`config.mk`:
```
export PLATFORM = sky130hd
export DESIGN_NAME = tcp_app_rx_msg_sched
export DESIGN_NICKNAME = d
export VERILOG_FILES = /design/src/rtl/tcp_app_rx_msg_pkg.sv /design/src/rtl/rx_msg_credit_cnt.sv /design/src/rtl/tcp_app_rx_msg_sched.sv
export SDC_FILE = /design/constraint.sdc
export NUM_CORES = 1
export LEC_CHECK = 0
export BUFFER_PORTS_ARGS = -buffer_cell sky130_fd_sc_hd__buf_2
export CAP_MARGIN = 20
export CORE_AREA = 2 2 468 470
export DETAILED_ROUTE_END_ITERATION = 12
export DIE_AREA = 0 0 470 472
export PLACE_DENSITY = 0.3
export SYNTH_ARGS = -nofsm -noshare
export SYNTH_HDL_FRONTEND = slang
export SYNTH_SLANG_ARGS = --single-unit
```
`constraint.sdc`:
```
create_clock -name clk -period 4.73 [get_ports clk]
set_input_delay 0.473 -clock clk [delete_from_list [all_inputs] [get_ports clk]]
set_output_delay 0.473 -clock clk [all_outputs]
set_load 0.005 [all_outputs]
```
`src/rtl/tcp_app_rx_msg_pkg.sv`:
```
// rtl/tcp_app_rx_msg_pkg.sv - shared state encoding and helpers for the RX message scheduler
package tcp_app_rx_msg_pkg;

  typedef enum logic [2:0] {
    ST_IDLE       = 3'd0,
    ST_NOTIF_REQ  = 3'd1,
    ST_NOTIF_RESP = 3'd2,
    ST_RD_REQ     = 3'd3,
    ST_DATA       = 3'd4,
    ST_PTR_UPD    = 3'd5,
    ST_REQUEUE    = 3'd6
  } rx_sched_state_e;

  function automatic int pad_w(input int data_w);
    return $clog2(data_w / 8);
  endfunction

  function automatic int unsigned chunk_min(input int unsigned avail, input int unsigned max_chunk);
    return (avail < max_chunk) ? avail : max_chunk;
  endfunction

endpackage

```
`src/rtl/rx_msg_credit_cnt.sv`:
```
// rtl/rx_msg_credit_cnt.sv - saturating up/down counter of in-flight message credits
module rx_msg_credit_cnt #(
  parameter int MAX_CNT = 4,
  localparam int CNT_W = $clog2(MAX_CNT + 1)
) (
  input  logic             clk,
  input  logic             rst_n,
  input  logic             inc,
  input  logic             dec,
  output logic [CNT_W-1:0] cnt,
  output logic             full
);

  logic [CNT_W-1:0] cnt_q, cnt_d;

  // A return arriving at zero is spurious and dropped; inc+dec together cancel.
  always_comb begin
    cnt_d = cnt_q;
    if (inc && dec && (cnt_q != '0)) begin
      cnt_d = cnt_q;
    end else if (inc && !full) begin
      cnt_d = cnt_q + CNT_W'(1);
    end else if (dec && (cnt_q != '0)) begin
      cnt_d = cnt_q - CNT_W'(1);
    end
  end

  always_ff @(posedge clk) begin
    if (!rst_n) begin
      cnt_q <= '0;
    end else begin
      cnt_q <= cnt_d;
    end
  end

  assign cnt  = cnt_q;
  assign full = (cnt_q == CNT_W'(MAX_CNT));

endmodule

```
`src/rtl/tcp_app_rx_msg_sched.sv`:
```
// rtl/tcp_app_rx_msg_sched.sv - per-flow RX scheduler: query state, read a chunk, forward, commit, requeue
module tcp_app_rx_msg_sched
  import tcp_app_rx_msg_pkg::*;
#(
  parameter int FLOWID_W        = 8,
  parameter int PTR_W           = 16,
  parameter int DATA_W          = 512,
  parameter int MAX_CHUNK_BYTES = 1024,
  parameter int MAX_OUTSTANDING = 4,
  localparam int PAD_W          = pad_w(DATA_W),
  localparam int CNT_W          = $clog2(MAX_OUTSTANDING + 1)
) (
  input  logic                clk,
  input  logic                rst_n,
  input  logic                aq_empty,
  output logic                aq_rd_req,
  input  logic [FLOWID_W-1:0] aq_rd_data,
  output logic                aq_wr_req,
  output logic [FLOWID_W-1:0] aq_wr_data,
  input  logic                aq_wr_rdy,
  output logic                notif_req_val,
  input  logic                notif_req_rdy,
  output logic [FLOWID_W-1:0] notif_req_flowid,
  input  logic                notif_resp_val,
  output logic                notif_resp_rdy,
  input  logic [PTR_W:0]      notif_resp_head,
  input  logic [PTR_W:0]      notif_resp_avail,
  output logic                rd_req_val,
  input  logic                rd_req_rdy,
  output logic [FLOWID_W-1:0] rd_req_flowid,
  output logic [PTR_W-1:0]    rd_req_offset,
  output logic [PTR_W:0]      rd_req_size,
  input  logic                rd_data_val,
  output logic                rd_data_rdy,
  input  logic [DATA_W-1:0]   rd_data,
  input  logic                rd_data_last,
  input  logic [PAD_W-1:0]    rd_data_padbytes,
  output logic                msg_val,
  input  logic                msg_rdy,
  output logic [FLOWID_W-1:0] msg_flowid,
  output logic [DATA_W-1:0]   msg_data,
  output logic                msg_last,
  output logic [PAD_W-1:0]    msg_padbytes,
  output logic                ptr_upd_val,
  input  logic                ptr_upd_rdy,
  output logic [FLOWID_W-1:0] ptr_upd_flowid,
  output logic [PTR_W:0]      ptr_upd_head,
  input  logic                credit_ret,
  output logic [CNT_W-1:0]    outstanding
);

  typedef struct packed {
    logic [FLOWID_W-1:0] flowid;
    logic [PTR_W:0]      head;
  } ptr_upd_t;

  rx_sched_state_e     state_q, state_d;
  logic [FLOWID_W-1:0] flowid_q, flowid_d;
  logic [PTR_W:0]      head_q, head_d;
  logic [PTR_W:0]      chunk_q, chunk_d;
  logic                credits_full;
  logic                last_hs;
  ptr_upd_t            ptr_upd;

  assign last_hs = (state_q == ST_DATA) && rd_data_val && msg_rdy && rd_data_last;

  always_comb begin
    state_d  = state_q;
    flowid_d = flowid_q;
    head_d   = head_q;
    chunk_d  = chunk_q;
    unique case (state_q)
      ST_IDLE: if (aq_rd_req) begin
        flowid_d = aq_rd_data;
        state_d  = ST_NOTIF_REQ;
      end
      ST_NOTIF_REQ:  if (notif_req_rdy) state_d = ST_NOTIF_RESP;
      ST_NOTIF_RESP: if (notif_resp_val) begin
        head_d  = notif_resp_head;
        chunk_d = (PTR_W+1)'(chunk_min(32'(notif_resp_avail), MAX_CHUNK_BYTES));
        // Nothing to read: skip straight to requeue without consuming a credit.
        state_d = (notif_resp_avail == '0) ? ST_REQUEUE : ST_RD_REQ;
      end
      ST_RD_REQ:  if (rd_req_rdy) state_d = ST_DATA;
      ST_DATA:    if (last_hs) state_d = ST_PTR_UPD;
      ST_PTR_UPD: if (ptr_upd_rdy) state_d = ST_REQUEUE;
      ST_REQUEUE: if (aq_wr_rdy) state_d = ST_IDLE;
      default:    state_d = ST_IDLE;
    endcase
  end

  always_ff @(posedge clk) begin
    if (!rst_n) begin
      state_q  <= ST_IDLE;
      flowid_q <= '0;
      head_q   <= '0;
      chunk_q  <= '0;
    end else begin
      state_q  <= state_d;
      flowid_q <= flowid_d;
      head_q   <= head_d;
      chunk_q  <= chunk_d;
    end
  end

  rx_msg_credit_cnt #(.MAX_CNT(MAX_OUTSTANDING)) u_credit (
    .clk   (clk),
    .rst_n (rst_n),
    .inc   (last_hs),
    .dec   (credit_ret),
    .cnt   (outstanding),
    .full  (credits_full)
  );

  assign aq_rd_req        = (state_q == ST_IDLE) && !aq_empty && !credits_full;
  assign aq_wr_req        = (state_q == ST_REQUEUE);
  assign aq_wr_data       = flowid_q;
  assign notif_req_val    = (state_q == ST_NOTIF_REQ);
  assign notif_req_flowid = flowid_q;
  assign notif_resp_rdy   = (state_q == ST_NOTIF_RESP);
  assign rd_req_val       = (state_q == ST_RD_REQ);
  assign rd_req_flowid    = flowid_q;
  assign rd_req_offset    = head_q[PTR_W-1:0];
  assign rd_req_size      = chunk_q;

  // Payload is a pure pass-through so the reader sees the TX side's backpressure directly.
  assign msg_val      = (state_q == ST_DATA) && rd_data_val;
  assign rd_data_rdy  = (state_q == ST_DATA) && msg_rdy;
  assign msg_flowid   = flowid_q;
  assign msg_data     = rd_data;
  assign msg_last     = rd_data_last;
  assign msg_padbytes = rd_data_padbytes;

  assign ptr_upd.flowid = flowid_q;
  assign ptr_upd.head   = head_q + chunk_q;
  assign ptr_upd_val    = (state_q == ST_PTR_UPD);
  assign ptr_upd_flowid = ptr_upd.flowid;
  assign ptr_upd_head   = ptr_upd.head;

endmodule

```
==> results of run 1 <==
state kept, by name, summed over array words and instances, names as in the netlist:
register / flops
head_q: 17
u_credit.cnt: 3
rd_req_size: 17
state_q: 3
aq_wr_data: 8
how the worst min path moves through the flow:
stage                            startpoint                    endpoint  slack, ns
floorplan           head_q[16]$_SDFFE_PN0P_     head_q[16]$_SDFFE_PN0P_       0.46
global placement    head_q[16]$_SDFFE_PN0P_     head_q[16]$_SDFFE_PN0P_       0.48
detailed placement  head_q[16]$_SDFFE_PN0P_     head_q[16]$_SDFFE_PN0P_       0.48
CTS                           aq_rd_data[0]  aq_wr_data[0]$_SDFFE_PN0P_       0.35
global route                  aq_rd_data[0]  aq_wr_data[0]$_SDFFE_PN0P_       0.39
finish                        aq_rd_data[0]  aq_wr_data[0]$_SDFFE_PN0P_       0.39
worst register-to-register path, delay by kind of cell (launching register included):
kind	cells	cell delay (ns)
compound gates	3	0.35
mux	1	0.13
flops	1	0.60
simple gates	2	0.89
fa+ha+maj	1	0.22
stage by stage:
step	util, %	cell area [um2]	std cells
floorplan	-	7070	901
global placement	3.29	7120	3329
detailed placement	3.29	7120	3330
CTS	3.38	7320	3338
global route	3.39	7340	3345
finish	3.39	7340	3345
metal layers:
metal  vias up  wire, um
met2       770     47300
met3       304     41900
met4         4      7370
li1       1514         -
met5         -       282
met1      1645      9140
cells in the final DEF (no fill, tap or decap), drive strengths merged, types with 6 or more instances in the layout:
master and instances:
xnor2 11, nor2 11, nand2 47, nor3b 8
o21ai 17, mux2i 9, nor2b 20, diode 6
a21boi 17, and2 6, dfxtp 48, ha 17
a22oi 11, and3 8, buf 161, a21oi 21
synth_stat cells (3+ instances only):
master and number:
nor3b_1 8, a21boi_0 17, nor2b_1 20, clkbuf_1 13
a22oi_1 11, a31oi_1 4, nand2_1 47, inv_1 4
or3b_2 3, a21o_1 5, nor2_1 11, dfxtp_1 48
buf_4 567, o21a_1 3, and2_1 6, xor2_1 3
nor4_1 4, a211oi_1 5, mux2i_1 9, buf_2 3
xnor2_1 11, and3_1 8, or3_1 3, a21oi_1 21
o211ai_1 3, o21ai_0 17, nand3_1 5, ha_1 17
power breakdown:
group	internal (mW)	total, mW	leakage [nW]	switching, mW
clock network	0.308	0.549	0.0945	0.241
logic	0.210	0.506	1.48	0.296
registers	0.450	0.542	0.389	0.0918
total	0.968	1.60	1.97	0.629
area by class of cell:
type                    count  share of cell area [%]
diodes                      6                   0.205
clock buffers               5                    1.70
clock inverters             3                   0.938
inverters                   4                   0.205
multi-input cells         264                    24.1
flip-flops and latches     48                    13.1
well taps                2854                    48.7
repair buffers            161                    11.1
cells by family (layout without fill, tap and decap cells):
| family | count (synthesis) | after routing |
|---|---|---|
| xor+xnor | 14 | 14 |
| flops | 48 | 48 |
| fa+ha+maj | 18 | 18 |
| mux | 9 | 9 |
| compound gates | 100 | 100 |
| buf+inv | 589 | 173 |
| other cells | 0 | 6 |
| simple gates | 123 | 123 |
==> results.sh, run 1 <==
export IMPL_synth_compound_area_share_pct=9.50
export IMPL_slowest_delay_ns=0.44
export IMPL_r2r_slack_ns=2.47
export IMPL_finalSetupTns_ns=0
export IMPL_grt_met2_usage_pct=14.6
export IMPL_synth_cells=901
export IMPL_postCtsSetupBuffers=0
export IMPL_finalClockSkew_ns=0.0149
export IMPL_vdd_ir_drop_max_mv=0.214
export IMPL_cts_sinks=48
export IMPL_routed_wl_mm=106
export IMPL_synthArstFlopShare_pct=0
export IMPL_powerDensity_mw_per_mm2=218
export IMPL_crit_arrival_ns=2.73
export IMPL_fmax_mhz=313
export IMPL_ys_ff_latch=48
export IMPL_maxSlewViolCount=0
export IMPL_die_area_mm2=0.222
export IMPL_worst_path_max_fanout=4
export IMPL_synth_xor_area_share_pct=1.73
export IMPL_syn_to_final_growth_pct=3.79
export IMPL_cts_buffers=5
export IMPL_gp_congestion=0.769
export IMPL_synth_simple_area_share_pct=9.09
export IMPL_root_buffer="clkbuf_16"
export IMPL_endpoint_kind="primary output"
export IMPL_cp_endpoint="ptr_upd_head[16]"
export IMPL_cts_clk_slew_worst_paths_ns=0.10
export IMPL_grt_usage_pct=9.11
export IMPL_hold_depth=3
export IMPL_nFillCells=25900
export IMPL_crit_family="compound AO/OA/AOI/OAI gates"
export IMPL_met1_usage_pct=2.17
export IMPL_path_buf_inv=1
export IMPL_hold_viol_final=0
export IMPL_dp_slack_ns=1.91
export IMPL_gr_total_overflow=0
export IMPL_core_mm2=0.217
export IMPL_p_leak_nw=1.97
export IMPL_crit_chain="ha_1 -> fa_1 -> a211oi_1 -> nor2_1 -> a31oi_1 -> o21ai_0 -> xnor2_1 -> buf_2"
export IMPL_drv_cap=0
export IMPL_ys_warn_count=0
export IMPL_r2r_start="state_q[2]$_SDFFE_PN0P_"
export IMPL_synth_top_area_share_pct=60.2
export IMPL_clockBufferDepth=2
export IMPL_slowest_stage="fa_1"
export IMPL_synth_top_family_by_area="buffers and inverters"
export IMPL_path_class="flop to primary output"
export IMPL_drtIter0Drc=247
export IMPL_synth_nets=1491
export IMPL_synth_distinct_cells=48
export IMPL_critPathRequiredTime_ns=4.26
export IMPL_synth_seq_area_share_pct=13.6
export IMPL_cts_resized=0
export IMPL_insertion_delay_ns=0.33
export IMPL_grt_busiest_layer="met3"
export IMPL_io_buffers=155
export IMPL_postCtsHoldBufs=0
export IMPL_whs_ns=0.388
export IMPL_grt_util_met3_pct=16.7
export IMPL_wl_per_cell_um=31.7
export IMPL_rr_endpoint="u_credit.cnt[2]$_SDFFE_PN0P_"
export IMPL_ys_top_cells_by_area="buf_4 (60%), dfxtp_1 (14%), ha_1 (3.0%), nand2_1 (2.5%), a21boi_0 (1.8%)"
export IMPL_multiInputGateArea_mm2=0.00177
export IMPL_viasPerCell=1.27
export IMPL_ios=1192
export IMPL_setup_slack_ns=1.53
export IMPL_yosys_area_share_adder_pct=3.29
export IMPL_drtAntennaViolNets=0
export IMPL_yosys_area_top_type="buf_4"
export IMPL_syn_avg_cell_area_um2=7.85
export IMPL_finalSetupViolCount=0
export IMPL_drc=0
export IMPL_vias=4237
export IMPL_critPathLaunchType="flop"
export IMPL_die_h_um=472
export IMPL_startpoint="head_q[0]$_SDFFE_PN0P_"
export IMPL_final_min_clock_period_ns=3.20
export IMPL_grt_pass1_vias=4088
export IMPL_run_status="finished, final reports clean"
export IMPL_synth_edf_count=0
export IMPL_period_share_pct=67.6
export IMPL_dp_hpwl_mm=101
export IMPL_fin_nets=1074
export IMPL_relSlewSlack_pct=48.3
export IMPL_finalPower_mw=1.60
export IMPL_h_tree_depth=2
export IMPL_worstRegToRegCells=7
export IMPL_antenna_found_initial=14
export IMPL_grt_max_degree=36
export IMPL_initial_core_util_pct=3.27
export IMPL_worst_slew_pin_slew_ns=0.775
export IMPL_seq_area_um2=961
export IMPL_synthMuxAreaShare_pct=1.27
export IMPL_drive_above_1_share_pct=36.5
export IMPL_cts_tree="done"
export IMPL_min_path_type="input pin to flop"
export IMPL_die_w_um=470
export IMPL_placementRows=171
export IMPL_drt_pass1_iterations=5
export IMPL_rsz0062_at_grt="false"
export IMPL_cp_depth=8
export IMPL_synth_flop_cell="dfxtp_1"
export IMPL_syn_cell_area_mm2=0.00707
export IMPL_grt_pass1_wl_mm=115
No activity file was read; power rests on OpenSTA's default activity.
==> run 2, diff against run 1 <==
==> constraint.sdc (replaced) <==
create_clock -name clk -period 2.7 [get_ports clk]
set_input_delay 0.27 -clock clk [delete_from_list [all_inputs] [get_ports clk]]
set_output_delay 0.27 -clock clk [all_outputs]
set_load 0.005 [all_outputs]
==> run 2 against run 1 <==
Compared with the run above:
- non-clock buffer count grew 6
- via count is essentially flat
- clock skew grew 0.0016 ns
- clock-buffer cell count is the same
- final cell count is essentially flat
- global-route usage grew 0.062 points
- register-to-register slack lost 1.9 ns
- die area is the same
- critical path type unchanged
==> results.sh, run 2 (synthesized netlist as in run 1, its figures left out) <==
export IMPL_cpMostUsedCell="a21oi_1"
export IMPL_antenna_found_initial=12
export IMPL_postCtsHoldBufs=0
export IMPL_final_area_mm2=0.00744
export IMPL_critPathLaunchType="flop"
export IMPL_gr_total_overflow=0
export IMPL_grt_pass1_vias=4066
export IMPL_grt_max_degree=34
export IMPL_r2r_slack_ns=0.55
export IMPL_startpoint="head_q[9]$_SDFFE_PN0P_"
export IMPL_fin_nets=1080
export IMPL_slowest_delay_ns=0.50
export IMPL_relSlewSlack_pct=53.1
export IMPL_placementRows=171
export IMPL_core_mm2=0.217
export IMPL_drtIter0Drc=224
export IMPL_drc=0
export IMPL_fmax_mhz=381
export IMPL_final_common_cell="buf_2"
export IMPL_io_buffers=155
export IMPL_cp_endpoint="ptr_upd_head[14]"
export IMPL_die_h_um=472
export IMPL_drtAntennaViolNets=0
export IMPL_hold_viol_final=0
export IMPL_clockBufferDepth=2
export IMPL_whs_ns=0.169
export IMPL_die_area_mm2=0.222
export IMPL_path_class="flop to primary output"
export IMPL_cts_buffers=5
export IMPL_period_share_pct=97.2
export IMPL_crit_arrival_ns=2.35
export IMPL_endpoint_kind="primary output"
export IMPL_wl_per_cell_um=31.8
export IMPL_root_buffer="clkbuf_16"
export IMPL_r2r_start="state_q[0]$_SDFFE_PN0P_"
export IMPL_maxSlewViolCount=0
export IMPL_cts_clk_slew_worst_paths_ns=0.09
export IMPL_final_core_util_pct=3.44
export IMPL_finalClockSkew_ns=0.0165
export IMPL_rr_endpoint="u_credit.cnt[0]$_SDFFE_PN0P_"
export IMPL_ios=1192
export IMPL_slowest_stage="or3b_2"
export IMPL_routed_wl_mm=107
export IMPL_critPathRequiredTime_ns=2.43
export IMPL_worst_path_max_fanout=6
export IMPL_drt_pass1_iterations=4
export IMPL_initial_core_util_pct=3.27
export IMPL_grt_usage_pct=9.17
export IMPL_final_min_clock_period_ns=2.62
export IMPL_worst_slew_pin_slew_ns=0.703
export IMPL_crit_chain="ha_1 -> a21oi_1 -> o21ai_1 -> or3b_2 -> a21oi_1 -> a311oi_2 -> buf_2"
export IMPL_vias=4238
export IMPL_h_tree_depth=2
export IMPL_die_w_um=470
export IMPL_insertion_delay_ns=0.34
export IMPL_placedInstanceArea_mm2=0.00719
export IMPL_rsz0062_at_grt="true"
export IMPL_cts_sinks=48
export IMPL_drive_above_1_share_pct=39.7
export IMPL_dp_hpwl_mm=101
export IMPL_worstRegToRegCells=5
export IMPL_grt_pass1_wl_mm=116
export IMPL_p_leak_nw=2.00
export IMPL_drv_cap=0
export IMPL_viasPerCell=1.27
export IMPL_powerDensity_mw_per_mm2=383
export IMPL_gp_congestion=0.789
export IMPL_syn_to_final_growth_pct=5.25
export IMPL_final_cell_mix="buf_2 (155), nand2_1 (47), dfxtp_1 (46), a21oi_1 (20), nor2b_1 (20)"
export IMPL_cts_tree="done"
export IMPL_min_path_type="input pin to flop"
export IMPL_finalSetupViolCount=0
export IMPL_vdd_ir_drop_max_mv=0.290
export IMPL_run_status="finished, final reports clean"
## run 2: cell count changes in the layout (fill, tap and decap cells not counted), moves of 3 or more
cell	delta
buf_4	+6
diode_2	-5
o21ai_0	-4
o21ai_1	+3
## run 2: how the worst min path moves through the flow
stage	from	endpoint	slack, ns	cells after the start
2_1_floorplan	notif_resp_head[3]	head_q[3]$_SDFFE_PN0P_	0.41	2
3_3_place_gp	head_q[16]$_SDFFE_PN0P_	head_q[16]$_SDFFE_PN0P_	0.47	2
3_5_place_dp	head_q[16]$_SDFFE_PN0P_	head_q[16]$_SDFFE_PN0P_	0.48	2
4_1_cts	aq_rd_data[0]	aq_wr_data[0]$_SDFFE_PN0P_	0.13	3
5_1_grt	notif_resp_head[11]	head_q[11]$_SDFFE_PN0P_	0.18	3
6_report	notif_resp_head[8]	head_q[8]$_SDFFE_PN0P_	0.17	3
## run 2: critical path: cells and delay by family, from the launching register on
family	cells	cell delay [ns]
AOI/OAI and AO/OA	4	0.63
buffers and inverters	1	0.15
and+or+nand+nor	1	0.50
adders and majority gates	1	0.39
DFF	1	0.34
## run 2: power breakdown
| part | switching (mW) | internal [mW] | leakage, nW |
|---|---|---|---|
| clock | 0.441 | 0.540 | 0.0944 |
| sequential | 0.150 | 0.789 | 0.390 |
| combinational | 0.545 | 0.386 | 1.51 |
## run 2: final cells by class
cell class                      instances  area (um2)
Tap cell                             2854        3570
Timing Repair Buffer                  167         878
Multi-Input combinational cell        264        1820
Sequential cell                        48         963
Clock buffer                            5         125
Clock inverter                          3        68.8
Antenna cell                            1        2.50
Inverter                                4        15.0
Fill cell                           25900      209000
## run 2: stage by stage
| step | instances | TNS [ns] | power (mW) | setup WS, ns |
|---|---|---|---|---|
| finish | 3346 | 0 | 2.85 | 0.0756 |
| global placement | 3337 | -0.0313 | 1.93 | -0.0313 |
| detailed placement | 3337 | 0 | 1.92 | 0.0857 |
| floorplan | 901 | 0 | 2.11 | 0.581 |
| global route | 3346 | -0.0329 | 3.04 | -0.0329 |
| CTS | 3345 | 0 | 2.99 | 0.00940 |
## run 2: metal layers
metal	vias to the layer above	GRT usage [%]	routed length (um)
met1	1672	2.39	9740
met4	4	5.84	7460
met5	-	0.757	235
met2	746	14.5	47600
met3	298	16.5	41500
li1	1518	-	-
## run 2: repair_timing
item                                    CTS  global route
resized for setup                        10             7
endpoints found under the setup margin   10             6
buffers inserted                          0             0
pin swaps                                 1             1
